## src/rtl/scan_sequencer.sv

```systemverilog
// scan_sequencer
//   Cyclic four-channel scanner that drives the select/enable pair of a
//   downstream 2-to-4 decoder. Each enabled channel gets an active slot of
//   div+1 cycles. Consecutive slots are separated by BLANK_CYCLES cycles with
//   en low, so two decoder outputs are never high at the same time.
//   frame_done pulses for one cycle on the first active cycle of each new frame.
//
// Ports
//   clk        in   system clock, rising edge
//   rst        in   synchronous active-high reset
//   run        in   scan enable; dropping it returns to IDLE on the next edge
//   div        in   dwell length; an active slot lasts div+1 cycles
//   mask       in   channel enables; sampled only when a slot is selected
//   x          out  channel select (registered)
//   en         out  decoder enable (registered)
//   frame_done out  one-cycle frame pulse (registered)
module scan_sequencer #(
  parameter int DIV_WIDTH    = 8,
  parameter int BLANK_CYCLES = 2
) (
  input  logic                 clk,
  input  logic                 rst,
  input  logic                 run,
  input  logic [DIV_WIDTH-1:0] div,
  input  logic [3:0]           mask,
  output logic [1:0]           x,
  output logic                 en,
  output logic                 frame_done
);

  typedef enum logic [1:0] {
    IDLE   = 2'd0,
    ACTIVE = 2'd1,
    BLANK  = 2'd2
  } state_t;

  // The blank counter runs 0..BLANK_CYCLES-1. It keeps at least one bit so
  // the design still elaborates when there is no dead time.
  localparam int            BW         = (BLANK_CYCLES > 1) ? $clog2(BLANK_CYCLES) : 1;
  localparam logic [BW-1:0] BLANK_LAST = BW'(BLANK_CYCLES - 1);

  state_t               state_q, state_d;
  logic [DIV_WIDTH-1:0] dwell_cnt, dwell_d;
  logic [BW-1:0]        blank_cnt, blank_d;
  logic [1:0]           x_d;
  logic                 en_d;
  logic                 fd_d;
  logic                 adv;
  logic [2:0]           sel;

  // Returns {found, index} for the first set bit of m, searching from cur+1
  // with modulo-4 wrap. The last candidate is cur itself. Passing cur=3
  // therefore yields the lowest set bit.
  function automatic logic [2:0] next_set(input logic [3:0] m, input logic [1:0] cur);
    logic [2:0] r;
    logic [1:0] idx;
    r = 3'b000;
    for (int i = 1; i <= 4; i++) begin
      idx = cur + 2'(i);
      if (!r[2] && m[idx]) r = {1'b1, idx};
    end
    return r;
  endfunction

  always_comb begin
    state_d = state_q;
    x_d     = x;
    en_d    = en;
    fd_d    = 1'b0;
    dwell_d = dwell_cnt;
    blank_d = blank_cnt;
    adv     = 1'b0;
    sel     = 3'b000;

    case (state_q)
      IDLE: begin
        x_d  = 2'b00;
        en_d = 1'b0;
        if (mask != 4'b0000) begin
          sel     = next_set(mask, 2'd3);
          state_d = ACTIVE;
          x_d     = sel[1:0];
          en_d    = 1'b1;
          dwell_d = '0;
        end
      end
      ACTIVE: begin
        // An equality exit means a div lowered below the count runs until wrap.
        if (dwell_cnt == div) begin
          if (BLANK_CYCLES == 0) begin
            adv = 1'b1;
          end else begin
            state_d = BLANK;
            en_d    = 1'b0;
            blank_d = '0;
          end
        end else begin
          dwell_d = dwell_cnt + 1'b1;
        end
      end
      BLANK: begin
        if (blank_cnt == BLANK_LAST) adv = 1'b1;
        else                         blank_d = blank_cnt + 1'b1;
      end
      default: begin
        state_d = IDLE;
        x_d     = 2'b00;
        en_d    = 1'b0;
      end
    endcase

    if (adv) begin
      sel = next_set(mask, x);
      if (sel[2]) begin
        state_d = ACTIVE;
        x_d     = sel[1:0];
        en_d    = 1'b1;
        dwell_d = '0;
        // A wrap, or landing back on the same lone channel, starts a new frame.
        fd_d    = (sel[1:0] <= x);
      end else begin
        state_d = IDLE;
        x_d     = 2'b00;
        en_d    = 1'b0;
        dwell_d = '0;
        blank_d = '0;
      end
    end

    if (!run) begin
      state_d = IDLE;
      x_d     = 2'b00;
      en_d    = 1'b0;
      fd_d    = 1'b0;
      dwell_d = '0;
      blank_d = '0;
    end
  end

  always_ff @(posedge clk) begin
    if (rst) begin
      state_q    <= IDLE;
      x          <= 2'b00;
      en         <= 1'b0;
      frame_done <= 1'b0;
      dwell_cnt  <= '0;
      blank_cnt  <= '0;
    end else begin
      state_q    <= state_d;
      x          <= x_d;
      en         <= en_d;
      frame_done <= fd_d;
      dwell_cnt  <= dwell_d;
      blank_cnt  <= blank_d;
    end
  end

endmodule

```

## config.mk

```make
export PLATFORM = sky130hd
export DESIGN_NAME = scan_sequencer
export DESIGN_NICKNAME = d
export VERILOG_FILES = /design/src/rtl/scan_sequencer.sv
export SDC_FILE = /design/constraint.sdc
export NUM_CORES = 1
export LEC_CHECK = 0
export ABC_AREA = 1
export BUFFER_PORTS_ARGS = -buffer_cell sky130_fd_sc_hd__buf_2
export CAP_MARGIN = 20
export CORE_MARGIN = 2
export CORE_UTILIZATION = 57
export CTS_CLUSTER_DIAMETER = 60
export DETAILED_ROUTE_END_ITERATION = 12
export GPL_TIMING_DRIVEN = 0
export PLACE_DENSITY_LB_ADDON = 0.08
export SYNTH_ARGS = -nofsm -noshare
export SYNTH_HDL_FRONTEND = slang
export SYNTH_SLANG_ARGS = --single-unit
```

## constraint.sdc

```tcl
create_clock -name clk -period 1.84 [get_ports clk]
set_input_delay 0.368 -clock clk [delete_from_list [all_inputs] [get_ports clk]]
set_output_delay 0.368 -clock clk [all_outputs]
set_load 0.01 [all_outputs]
```

# ---- After elaboration in Yosys (flattened, before gate mapping)
# Index checks and enable logic that the tools add are counted.
dict set report classes {
  n_addsub 5
  n_lt_le_gt_ge 5
  eq_ne 9
  muxes 50
  bitwise_logic 3
  reduce_logical 22
}
# operator count
set ops {}
lappend ops {{3-bit 2-to-1 mux} 17}
lappend ops {{8-bit 2-to-1 mux} 2}
lappend ops {{8-bit case mux with 2 select lines} 1}
lappend ops {{1-bit 2-to-1 mux} 15}
lappend ops {{2-bit 2-to-1 mux} 7}
lappend ops {{2-bit by 3-bit < comparator with 1-bit output (second input constant)} 4}
lappend ops {{8-bit by 1-bit adder with 8-bit output (second input constant)} 1}
lappend ops {{1-bit binary-select mux with 2-bit select} 4}
lappend ops {{8-bit == test} 1}
lappend ops {{1-bit logical AND} 6}
lappend ops {{1-bit zero test} 6}
lappend ops {{2-bit != test (second input constant)} 3}
lappend ops {{3-bit != test (second input constant)} 2}
lappend ops {{2-bit case mux with 3 select lines} 1}
lappend ops {{3-bit AND reduction} 2}
lappend ops {{2-bit adder (second input constant)} 2}
lappend ops {{2-bit case mux with 2 select lines} 1}
lappend ops {{4-bit nonzero test} 1}
lappend ops {{2-bit OR reduction} 2}
lappend ops {{4-bit OR reduction} 1}
lappend ops {{1-bit inverter} 3}
lappend ops {{1-bit case mux with 3 select lines} 1}
lappend ops {{3-bit OR reduction} 1}
lappend ops {{2-bit by 1-bit adder with 2-bit output (second input constant)} 1}
lappend ops {{9 further kinds} 9}
dict set report totals {
  regBits 15
  out_inout_bits 4
  wordCells 100
}

# ---- Longest topological paths before layout
# Gate-level depths: netlist of the first run.
dict set report depth {
  word_depth 19
  mapped_depth 15
}

# ---- Worst setup path before layout of the first run
# No wires, ideal clock.
dict set report synth_timing {
  kind {register to register}
  start {register x[0]}
  end {register frame_done}
  arrival_ns 1.617
  required_ns 1.762
  slack_ns 0.146
  path_stages_with_launch 14
  n_path_buf 1
  synth_period_minus_slack_ns 1.694
  cell_sequence {dfxtp_1 > buf_6 > inv_4 > nand2_2 > nand2_1 > nand2_1 > nand2_1 > nor2_4 > nand3b_1 > nand2_2 > ha_1 > a21oi_1 > a21oi_1 > nor3_1}
}
dict set report synth_between {
  elab_chain_len 19
  word_cells_on_any_way 28
  cone_classes {3 x add/sub; 1 x order compare; 16 x mux; 1 x bitwise; 7 x reduce/logical}
}
# element line_no
set synth_rtl {}
lappend synth_rtl {{start: declaration} 26} ;# output logic [1:0] x,
lappend synth_rtl {{start signal: assignment} 143} ;# x <= 2'b00;
lappend synth_rtl {{start signal: assignment} 150} ;# x <= x_d;
lappend synth_rtl {{branches (longest 19 deep; another with 2-bit by 1-bit adder with 2-bit output)} --}
lappend synth_rtl {{end signal: assignment} 145} ;# frame_done <= 1'b0;
lappend synth_rtl {{end signal: assignment} 152} ;# frame_done <= fd_d;
lappend synth_rtl {{end: declaration} 28} ;# output logic frame_done
# Several ways; the timed one is not identified. The select of a mux whose other input is x is not followed.
# A chain may end at the register's enable or synchronous reset.

# ---- Final worst setup path of the first run
# Same ends and word-level chain as after synthesis.

==> results_dict.tcl, run 1 <==
set metrics [dict create \
    floorplan.die_area_um2 2870 \
    placed_area_um2 1530 \
    finalCriticalPeriod_ps 1840 \
    synth_async_sr_flop_share_pct 0 \
    synthesis.yosys.warnings 0 \
    worst_r2r_path_depth 13 \
    cts.reportedPaths.clkPinSlew_ps 90 \
    internal_power_uw 568 \
    rsz0062_at_grt "yes" \
    cts_num_sinks 15 \
    power_leakage_nw 0.768 \
    post_synth_most_frequent_cells "nand2_1 (75), inv_1 (27), nor2_1 (25)" \
    final_layout_size_suffix_gt1_share_pct 28.3 \
    via_count 1454 \
    worst-slew-pin-transition_ps 436 \
    top_cells_by_area_synth "dfxtp_1 (21%), nand2_1 (20%), inv_1 (7.2%)" \
    outcome "finished, violations left" \
    floorplan.io_pins 19 \
    slew_headroom_pct 70.8 \
    floorplan.rows 17 \
    synthCells 226 \
    hold_path_end "state_q[0]" \
    dpl.hpwl_um 2190 \
    min_from "rst" \
    worst_setup_path_end_kind "register" \
    ys_seq_area_share_pct 21.4 \
    avgRoutedWirePerCell_um 11.7 \
    number_of_detailed_routing_iterations_run_before_antenna_repair 4 \
    post-route-drc-count 0 \
    antenna_cells_inserted 0 \
    arrival_ps 2060 \
    timing.reg2reg.setup_slack_ps -3 \
    grt_pass1_vias 1206 \
    initial_antenna_violation_count 0 \
    power_frac_comb_pct 40.5 \
    cts_root_buffer "clkbuf_4" \
    nNetsFinal 276 \
    sw_frac_of_total_pct 37.2 \
    violations "negative setup slack" \
    yosys_register_bits 15 \
    cp_max_fo 8 \
    clockPowerShare_pct 21.1 \
    ant_nets 0 \
    grt_first_pass_wirelength_um 4950 \
    yosys.area.top_type_share_pct 21.4 \
    num-fill-cells 206 \
    critical_path.reg2reg.startpoint "x[0]" \
    post-route-period-util_pct 100 \
    syn_avg_cell_area_um2 6.20 \
    power.sequential.fraction_pct 38.4 \
    final_area_um2 1700 \
    numPortBuffers 18 \
    routabilityCongestion 0.846 \
    ctsHoldBuffers 0 \
    worstHoldPathCells 4 \
    floorplan.initialDensity_pct 61.6 \
    synthesis.nets 247 \
    finalMaxSlewViolations 0 \
    drv_cap 0 \
    totalWireLength_um 3300 \
    switchingPower_uw 336 \
    ys_types 28 \
    floorplan.die.width_um 53.6 \
    drt_iter0_markers 39 \
    post-synth-top-area-cell "dfxtp_1" \
    worstPathRequired_ps 2060 \
    grt.total_usage_pct 23.1 \
    yosysMostFrequentCell "nand2_1" \
    routed_via_density 5.16 \
    pre_cts_slack_ps -1.40 \
    area.growth.synth_to_final_pct 21.3 \
    floorplan_die_height_um 53.6 \
    cts_tree "built" \
    vdd_drop_max_mv 0.501 \
    final-hold-violation-count 0 \
    netlist_area_um2 1400 \
    setup_violations 1 \
    cts_max_path_buffers 2 \
    timing_worst_setup_path_type "register to register" \
    critical_path.startpoint_type "register" \
    worst_slack_ps -3.03 \
    design.core.area_um2 2280 \
    power_per_cell_area_nw_per_um2 532 \
    grt_start_max_net_pins 10 \
    max_clock_freq_ghz 0.543 \
    insertion_delay_ps 280 \
    postSynth.topFlopCell "dfxtp_1" \
    gr-total-overflow 0 \
    rr_endpoint "frame_done" \
    skew_ps 0.533 \
    cts_made_buffers 3 \
    synth_edf_count 0 \
    cts.htree.levels 1 \
    hold_path_class "input port to register" \
]
state kept, by name, summed over array words and instances (netlist names):
register and cells:
blank_cnt 1, dwell_cnt 8, en 1, frame_done 1, state_q 2, x 2
kinds of logic (layout without fill, tap and decap cells):
family                   after synthesis  after routing  share of synthesized area [%]
AND/OR/NAND/NOR                      141            141                           48.4
buffers and inverters                 33             61                           10.1
AO/OA/AOI/OAI                         23             23                           9.20
flip-flops                            15             15                           21.4
XOR/XNOR                               8              8                           5.54
adder cells (fa/ha/maj)                6              6                           5.36
power groups by stage:
stage / sequential, mW / clock, mW / combinational, mW
after detailed placement: 0.353 / 0 / 0.288
after CTS: 0.346 / 0.195 / 0.291
after global routing: 0.349 / 0.208 / 0.404
after floorplan: 0.353 / 0 / 0.224
final: 0.347 / 0.190 / 0.367
after global placement: 0.353 / 0 / 0.285
cell usage in the layout (no fill, tap or decap), drive strengths merged:
master / n
clkbuf: 4
xnor2: 8
a21oi: 15
a41oi: 1
buf: 26
nor2: 29
inv: 30
nand2: 86
o21bai: 1
nand3: 13
nand4: 9
o21ai: 5
nor3: 1
nor3b: 2
ha: 6
dfxtp: 15
clkinv: 1
a211o: 1
nand3b: 1
layer usage:
| metal | track usage (%) | wire length [um] | share of wire, % |
|---|---|---|---|
| met2 | 37.4 | 1650 | 50 |
| met1 | 31.6 | 1490 | 45 |
| met3 | 2.78 | 141 | 4.3 |
| met5 | 0 | 0 | 0 |
| met4 | 7.69 | 28 | 0.85 |
critical path: stages (launching register included):
cell      delay [ps]
dfxtp_4          370
buf_6            130
clkinv_8          90
nand2_4           70
nand2_2           70
nand2_2           90
nand2_2           60
nor2_4           110
nand3_1           80
nand2_1          100
nand2_1           70
ha_2             310
a21oi_2           50
nor3_2           170
stage by stage:
| stage | power [mW] | std cells | hold slack (ps) | setup TNS [ps] | utilization [%] |
|---|---|---|---|---|---|
| finish | 0.904 | 282 | 415 | -3.03 | 74.7 |
| global placement | 0.638 | 272 | 493 | -5.16 | 67.1 |
| detailed placement | 0.642 | 272 | 497 | -1.40 | 67.1 |
| floorplan | 0.577 | 226 | 468 | 0 | - |
| CTS | 0.832 | 276 | 415 | 0 | 68.4 |
| global route | 0.960 | 282 | 466 | -120 | 74.7 |
worst max path at each step:
stage,startpoint,endpoint,slack (ps),cells past startpoint
after floorplan,x[0],frame_done,150,13
after global placement,x[0],frame_done,-5,13
after detailed placement,x[0],frame_done,-1,13
after CTS,x[0],frame_done,10,13
after global routing,x[0],frame_done,-120,13
final,x[0],frame_done,-3,13
repair_timing:
action / 4_1_cts / 5_1_grt
endpoints found under the setup margin: 1 / 2
gates cloned: 0 / 1
buffers inserted: 0 / 5
pin swaps: 0 / 18
gates resized for setup: 2 / 29
final cells by class:
type                    count  area [um^2]  area share, %
plain buffers               2         22.5           1.32
clock buffers               4         26.3           1.55
inverters                  31          131           7.73
multi-input cells         178         1050           61.6
flip-flops and latches     15          305           18.0
well taps                  28         35.0           2.06
repair buffers             24          133           7.80
Power figures use the tool's default switching activity.
==> run 2: changes to the inputs <==
--- a/config.mk
+++ b/config.mk
@@ -7,13 +7,12 @@
 export LEC_CHECK = 0
 export ABC_AREA = 1
 export BUFFER_PORTS_ARGS = -buffer_cell sky130_fd_sc_hd__buf_2
-export CAP_MARGIN = 20
 export CORE_MARGIN = 2
 export CORE_UTILIZATION = 57
 export CTS_CLUSTER_DIAMETER = 60
 export DETAILED_ROUTE_END_ITERATION = 12
 export GPL_TIMING_DRIVEN = 0
-export PLACE_DENSITY_LB_ADDON = 0.08
+export PLACE_DENSITY = 0.79
 export SYNTH_ARGS = -nofsm -noshare
 export SYNTH_HDL_FRONTEND = slang
 export SYNTH_SLANG_ARGS = --single-unit
==> results_dict.tcl, run 2 (synthesis results as in run 1) <==
set metrics [dict create \
    ant_nets 0 \
    worst-slew-pin-transition_ps 428 \
    fin_hold_ws_ps 416 \
    reg.largest.list "dwell_cnt (8), state_q (2), x (2)" \
    most_used_cells_in_the_layout_excluding_fill_and_tap_cells "nand2_1 (71), inv_1 (27), nor2_1 (25), buf_2 (18), dfxtp_1 (13)" \
    largest_register "dwell_cnt" \
    flip_flop_count_of_the_largest_register_all_copies_and_words_added 8 \
    hold_path_class "input port to register" \
    timing.critical_path.from "x[0]" \
    final-hold-violation-count 0 \
    ctsHoldBuffers 0 \
    mostFrequentLayoutCell "nand2_1" \
    grt_first_pass_wirelength_um 4670 \
    power_leakage_nw 0.745 \
    cts.htree.levels 1 \
    cts.reportedPaths.clkPinSlew_ps 90 \
    crit_family "simple AND/OR/NAND/NOR gates" \
    vdd_drop_max_mv 0.535 \
    rr_endpoint "frame_done" \
    insertion_delay_ps 280 \
    setup_violations 0 \
    slew_headroom_pct 71.3 \
    setup-tns-final_ps 0 \
    cts_num_sinks 15 \
    floorplan.initialDensity_pct 61.6 \
    nNetsFinal 274 \
    drt_iter0_markers 39 \
    post-route-drc-count 0 \
    antenna_cells_inserted 0 \
    cts_made_buffers 3 \
    cts_root_buffer "clkbuf_4" \
    initial_antenna_violation_count 0 \
    cp_max_fo 6 \
    timing.critical_path.cells "buf_6, buf_4, nand2_1, nand2_2, nand2_1, nand2_1, inv_1, nand3_1, nand2_1, nand2_2, ha_4, inv_1, a21oi_2, a21oi_2, nor3_2" \
    timing_worst_setup_path_type "register to register" \
    cp_slowest_stage_delay_ps 330 \
    floorplan.die.width_um 53.6 \
    design.core.area_um2 2280 \
    worstSetupPathDepth 15 \
    gr-total-overflow 0 \
    grt_start_max_net_pins 10 \
    via_count 1429 \
    finalCriticalPeriod_ps 1740 \
    numPortBuffers 18 \
    critical_path.reg2reg.startpoint "x[0]" \
    number_of_detailed_routing_iterations_run_before_antenna_repair 4 \
    max_clock_freq_ghz 0.575 \
    slowest_stage "dfxtp_2" \
    cp.buffers_inverters 4 \
    post-route-period-util_pct 94.5 \
    timing.reg2reg.setup_slack_ps 100 \
    outcome "finished, final reports clean" \
    grt_pass1_vias 1178 \
    crit_end "frame_done" \
    finalMaxSlewViolations 0 \
    floorplan_die_height_um 53.6 \
    floorplan.rows 17 \
    totalWireLength_um 2900 \
    dpl.hpwl_um 2140 \
    routabilityCongestion 0.898 \
    floorplan.io_pins 19 \
    routed_via_density 5.10 \
    cts_tree "built" \
    worst_r2r_path_depth 15 \
    drv_cap 0 \
    floorplan.die_area_um2 2870 \
    num-fill-cells 214 \
    arrival_ps 1920 \
    power_per_cell_area_nw_per_um2 535 \
    worstPathRequired_ps 2020 \
    area.growth.synth_to_final_pct 16.7 \
    final_layout_size_suffix_gt1_share_pct 24.2 \
    most_common_cell_type_on_the_critical_path "nand2_1" \
    worst_setup_path_end_kind "register" \
    grt.total_usage_pct 21.3 \
    skew_ps 4.33 \
    critical_path.startpoint_type "register" \
    avgRoutedWirePerCell_um 10.4 \
    cts_max_path_buffers 2 \
]
-- run 2: cell count changes in the layout (fill, tap and decap cells not counted), sizes merged --
cell	before	now
buf	26	24
-- run 2: cell type report --
| cell class | count | area [um^2] | share of cell area (%) |
|---|---|---|---|
| Buffer | 2 | 22.5 | 1.38 |
| Clock buffer | 4 | 26.3 | 1.61 |
| Multi-Input combinational cell | 178 | 1010 | 61.6 |
| Timing Repair Buffer | 22 | 120 | 7.35 |
| Inverter | 31 | 121 | 7.42 |
| Tap cell | 28 | 35.0 | 2.14 |
| Sequential cell | 15 | 303 | 18.5 |
-- run 2: metrics by stage --
stage / instances / setup slack, ps / power, mW / area, um^2 / utilization [%]
6_report: 280 / 101 / 0.874 / 1640 / 71.9
3_5_place_dp: 272 / 5.15 / 0.642 / 1530 / 67.1
4_1_cts: 277 / 0.829 / 0.835 / 1570 / 68.9
5_1_grt: 280 / -39.6 / 0.936 / 1640 / 71.9
2_1_floorplan: 226 / 146 / 0.577 / 1400 / -
3_3_place_gp: 272 / -12.1 / 0.639 / 1530 / 67.1
-- run 2: timing repair --
item / CTS / global route
hold endpoints to repair: 0 / 0
buffers inserted: 1 / 3
resized for setup: 4 / 10
pin swaps: 3 / 5
endpoints found under the setup margin: 1 / 1
-- run 2: routing by layer --
layer	vias up	GRT usage [%]	routed length, um
li1	767	-	-
met1	639	29.6	1490
met2	21	35.2	1310
met3	2	2.50	85
met4	0	5.13	14
met5	-	0	0
-- run 2: worst register-to-register path, delay by kind of cell, from the launching register on --
family	cells	cell delay (ps)
DFF	1	330
buffers and inverters	4	420
AOI/OAI and AO/OA	2	170
adders and majority gates	1	150
and+or+nand+nor	8	590
-- run 2: where the power goes --
part           total, mW  leakage (nW)  internal [mW]  switching, mW
Combinational      0.334         0.608          0.134          0.201
Sequential         0.346         0.122          0.335         0.0109
Clock              0.194        0.0150         0.0839          0.110
Total              0.874         0.745          0.553          0.321
-- run 2: how the worst min path moves through the flow --
stage,from,to,slack (ps),cells past startpoint
after floorplan,dwell_cnt[7],dwell_cnt[7],470,2
after global placement,dwell_cnt[7],dwell_cnt[7],490,2
after detailed placement,dwell_cnt[7],dwell_cnt[7],490,2
after CTS,rst,en,420,4
after global routing,rst,en,430,4
final,rst,state_q[1],420,4
==> run 3: changes to the inputs <==
--- a/config.mk
+++ b/config.mk
@@ -7,7 +7,7 @@
 export LEC_CHECK = 0
 export ABC_AREA = 1
 export BUFFER_PORTS_ARGS = -buffer_cell sky130_fd_sc_hd__buf_2
-export CORE_MARGIN = 2
+export CORE_MARGIN = 8
 export CORE_UTILIZATION = 57
 export CTS_CLUSTER_DIAMETER = 60
 export DETAILED_ROUTE_END_ITERATION = 12
==> results_dict.tcl, run 3 (synthesis results as in run 1) <==
set metrics [dict create \
    drv_cap 0 \
    post-route-period-util_pct 96.1 \
    floorplan.rows 18 \
    floorplan.io_pins 19 \
    outcome "finished, final reports clean" \
    final_core_utilization_pct 66.3 \
    placed_area_um2 1530 \
    insertion_delay_ps 280 \
    setup_violations 0 \
    routed_via_density 5.02 \
    num-fill-cells 217 \
    grt_first_pass_wirelength_um 4990 \
    mostFrequentLayoutCell "nand2_1" \
    vdd_drop_max_mv 0.428 \
    grt_start_max_net_pins 10 \
    cp_max_fo 9 \
    power_leakage_nw 0.740 \
    antenna_cells_inserted 0 \
    grt.total_usage_pct 13.9 \
    finalCriticalPeriod_ps 1770 \
    hold_path_class "input port to register" \
    nNetsFinal 273 \
    power_per_cell_area_nw_per_um2 532 \
    most_used_cells_in_the_layout_excluding_fill_and_tap_cells "nand2_1 (73), inv_1 (27), nor2_1 (25), buf_2 (19), a21oi_1 (14)" \
    area.sequential_um2 303 \
    worst_r2r_path_depth 13 \
    footprint_of_the_multi_input_gates_um2 977 \
    reg.largest.list "dwell_cnt (8), state_q (2), x (2)" \
    timing_worst_setup_path_type "register to register" \
    cts.reportedPaths.clkPinSlew_ps 100 \
    arrival_ps 1980 \
    final_layout_size_suffix_gt1_share_pct 21.5 \
    dpl.hpwl_um 2270 \
    cts_num_sinks 15 \
    floorplan.die_area_um2 4300 \
    cts_made_buffers 3 \
    cts_root_buffer "clkbuf_4" \
    via_count 1410 \
    pre_cts_slack_ps 1.83 \
    skew_ps 2.68 \
    ant_nets 0 \
    flip_flop_count_of_the_largest_register_all_copies_and_words_added 8 \
    largest_register "dwell_cnt" \
    max_clock_freq_ghz 0.566 \
    worstPathRequired_ps 2050 \
    post-route-drc-count 0 \
    floorplan_die_height_um 65.6 \
    timing.reg2reg.setup_slack_ps 70 \
    final-hold-violation-count 0 \
    routabilityCongestion 0.787 \
    worst_setup_path_end_kind "register" \
    number_of_detailed_routing_iterations_run_before_antenna_repair 4 \
    gr-total-overflow 0 \
    grt_pass1_vias 1251 \
    avgRoutedWirePerCell_um 10.6 \
    worst-slew-pin-transition_ps 400 \
    floorplan.initialDensity_pct 58.2 \
    numPortBuffers 18 \
    critical_path.startpoint_type "register" \
    worst_slack_ps 72.3 \
    drt_iter0_markers 84 \
    initial_antenna_violation_count 0 \
    finalMaxSlewViolations 0 \
    slew_headroom_pct 73.3 \
    fin_hold_ws_ps 400 \
    cts.htree.levels 1 \
    final_area_um2 1600 \
    cts_tree "built" \
    cts_max_path_buffers 2 \
    totalWireLength_um 2980 \
    worstHoldPathCells 4 \
    area.growth.synth_to_final_pct 14.0 \
    ctsHoldBuffers 0 \
    design.core.area_um2 2410 \
    floorplan.die.width_um 65.6 \
]
## run 3: cell count changes in the layout (fill, tap and decap cells not counted), sizes merged
cell,previous run,this run
buf,24,23
## run 3: path summary, 6_finish.rpt
path	from	endpoint
min reg2reg	dwell_cnt[7]	dwell_cnt[7]
min	rst	en
max reg2reg	x[0]	frame_done
max	x[0]	frame_done
## run 3: routing by layer
metal  wire length [um]  GRT usage [%]
met5                  0              0
met4                 50           5.18
met3                175           3.06
met2               1330           21.9
met1               1420           18.1
## run 3: worst max-delay path: stages, from the launching register on
cell      delay [ps]
dfxtp_2          370
buf_6            130
inv_6             50
nand2_2           60
nand2_1           60
nand2_1           90
nand2_2           70
nor2_4           110
nand3b_1          90
nand2_2          110
ha_4             200
a21oi_1          150
a21oi_1           50
nor3_1           140
## run 3: final cells by class
type	count	area share [%]
buffer	2	1.41
tap	30	2.35
inverter	31	7.60
multi-input combinational	178	61.2
clock buffer	4	1.64
timing repair buffer	21	6.89
sequential	15	19.0
## run 3: through the flow
stage | setup TNS [ps] | total power [mW] | cells
after floorplan | 0 | 0.577 | 226
after global placement | 0 | 0.638 | 274
after detailed placement | 0 | 0.641 | 274
after CTS | 0 | 0.839 | 278
after global routing | -39.1 | 0.917 | 281
final | 0 | 0.851 | 281
## run 3: what timing repair did
| item | in CTS | in global routing |
|---|---|---|
| pin swaps | 0 | 1 |
| endpoints found under the setup margin | 1 | 1 |
| gates cloned | 0 | 1 |
| buffers inserted | 0 | 2 |
| gates resized for setup | 1 | 5 |
## run 3: power by group
group	internal (mW)	switching [mW]	leakage [nW]
logic	0.120	0.188	0.603
clock network	0.0841	0.112	0.0150
registers	0.335	0.0107	0.122
total	0.539	0.311	0.740
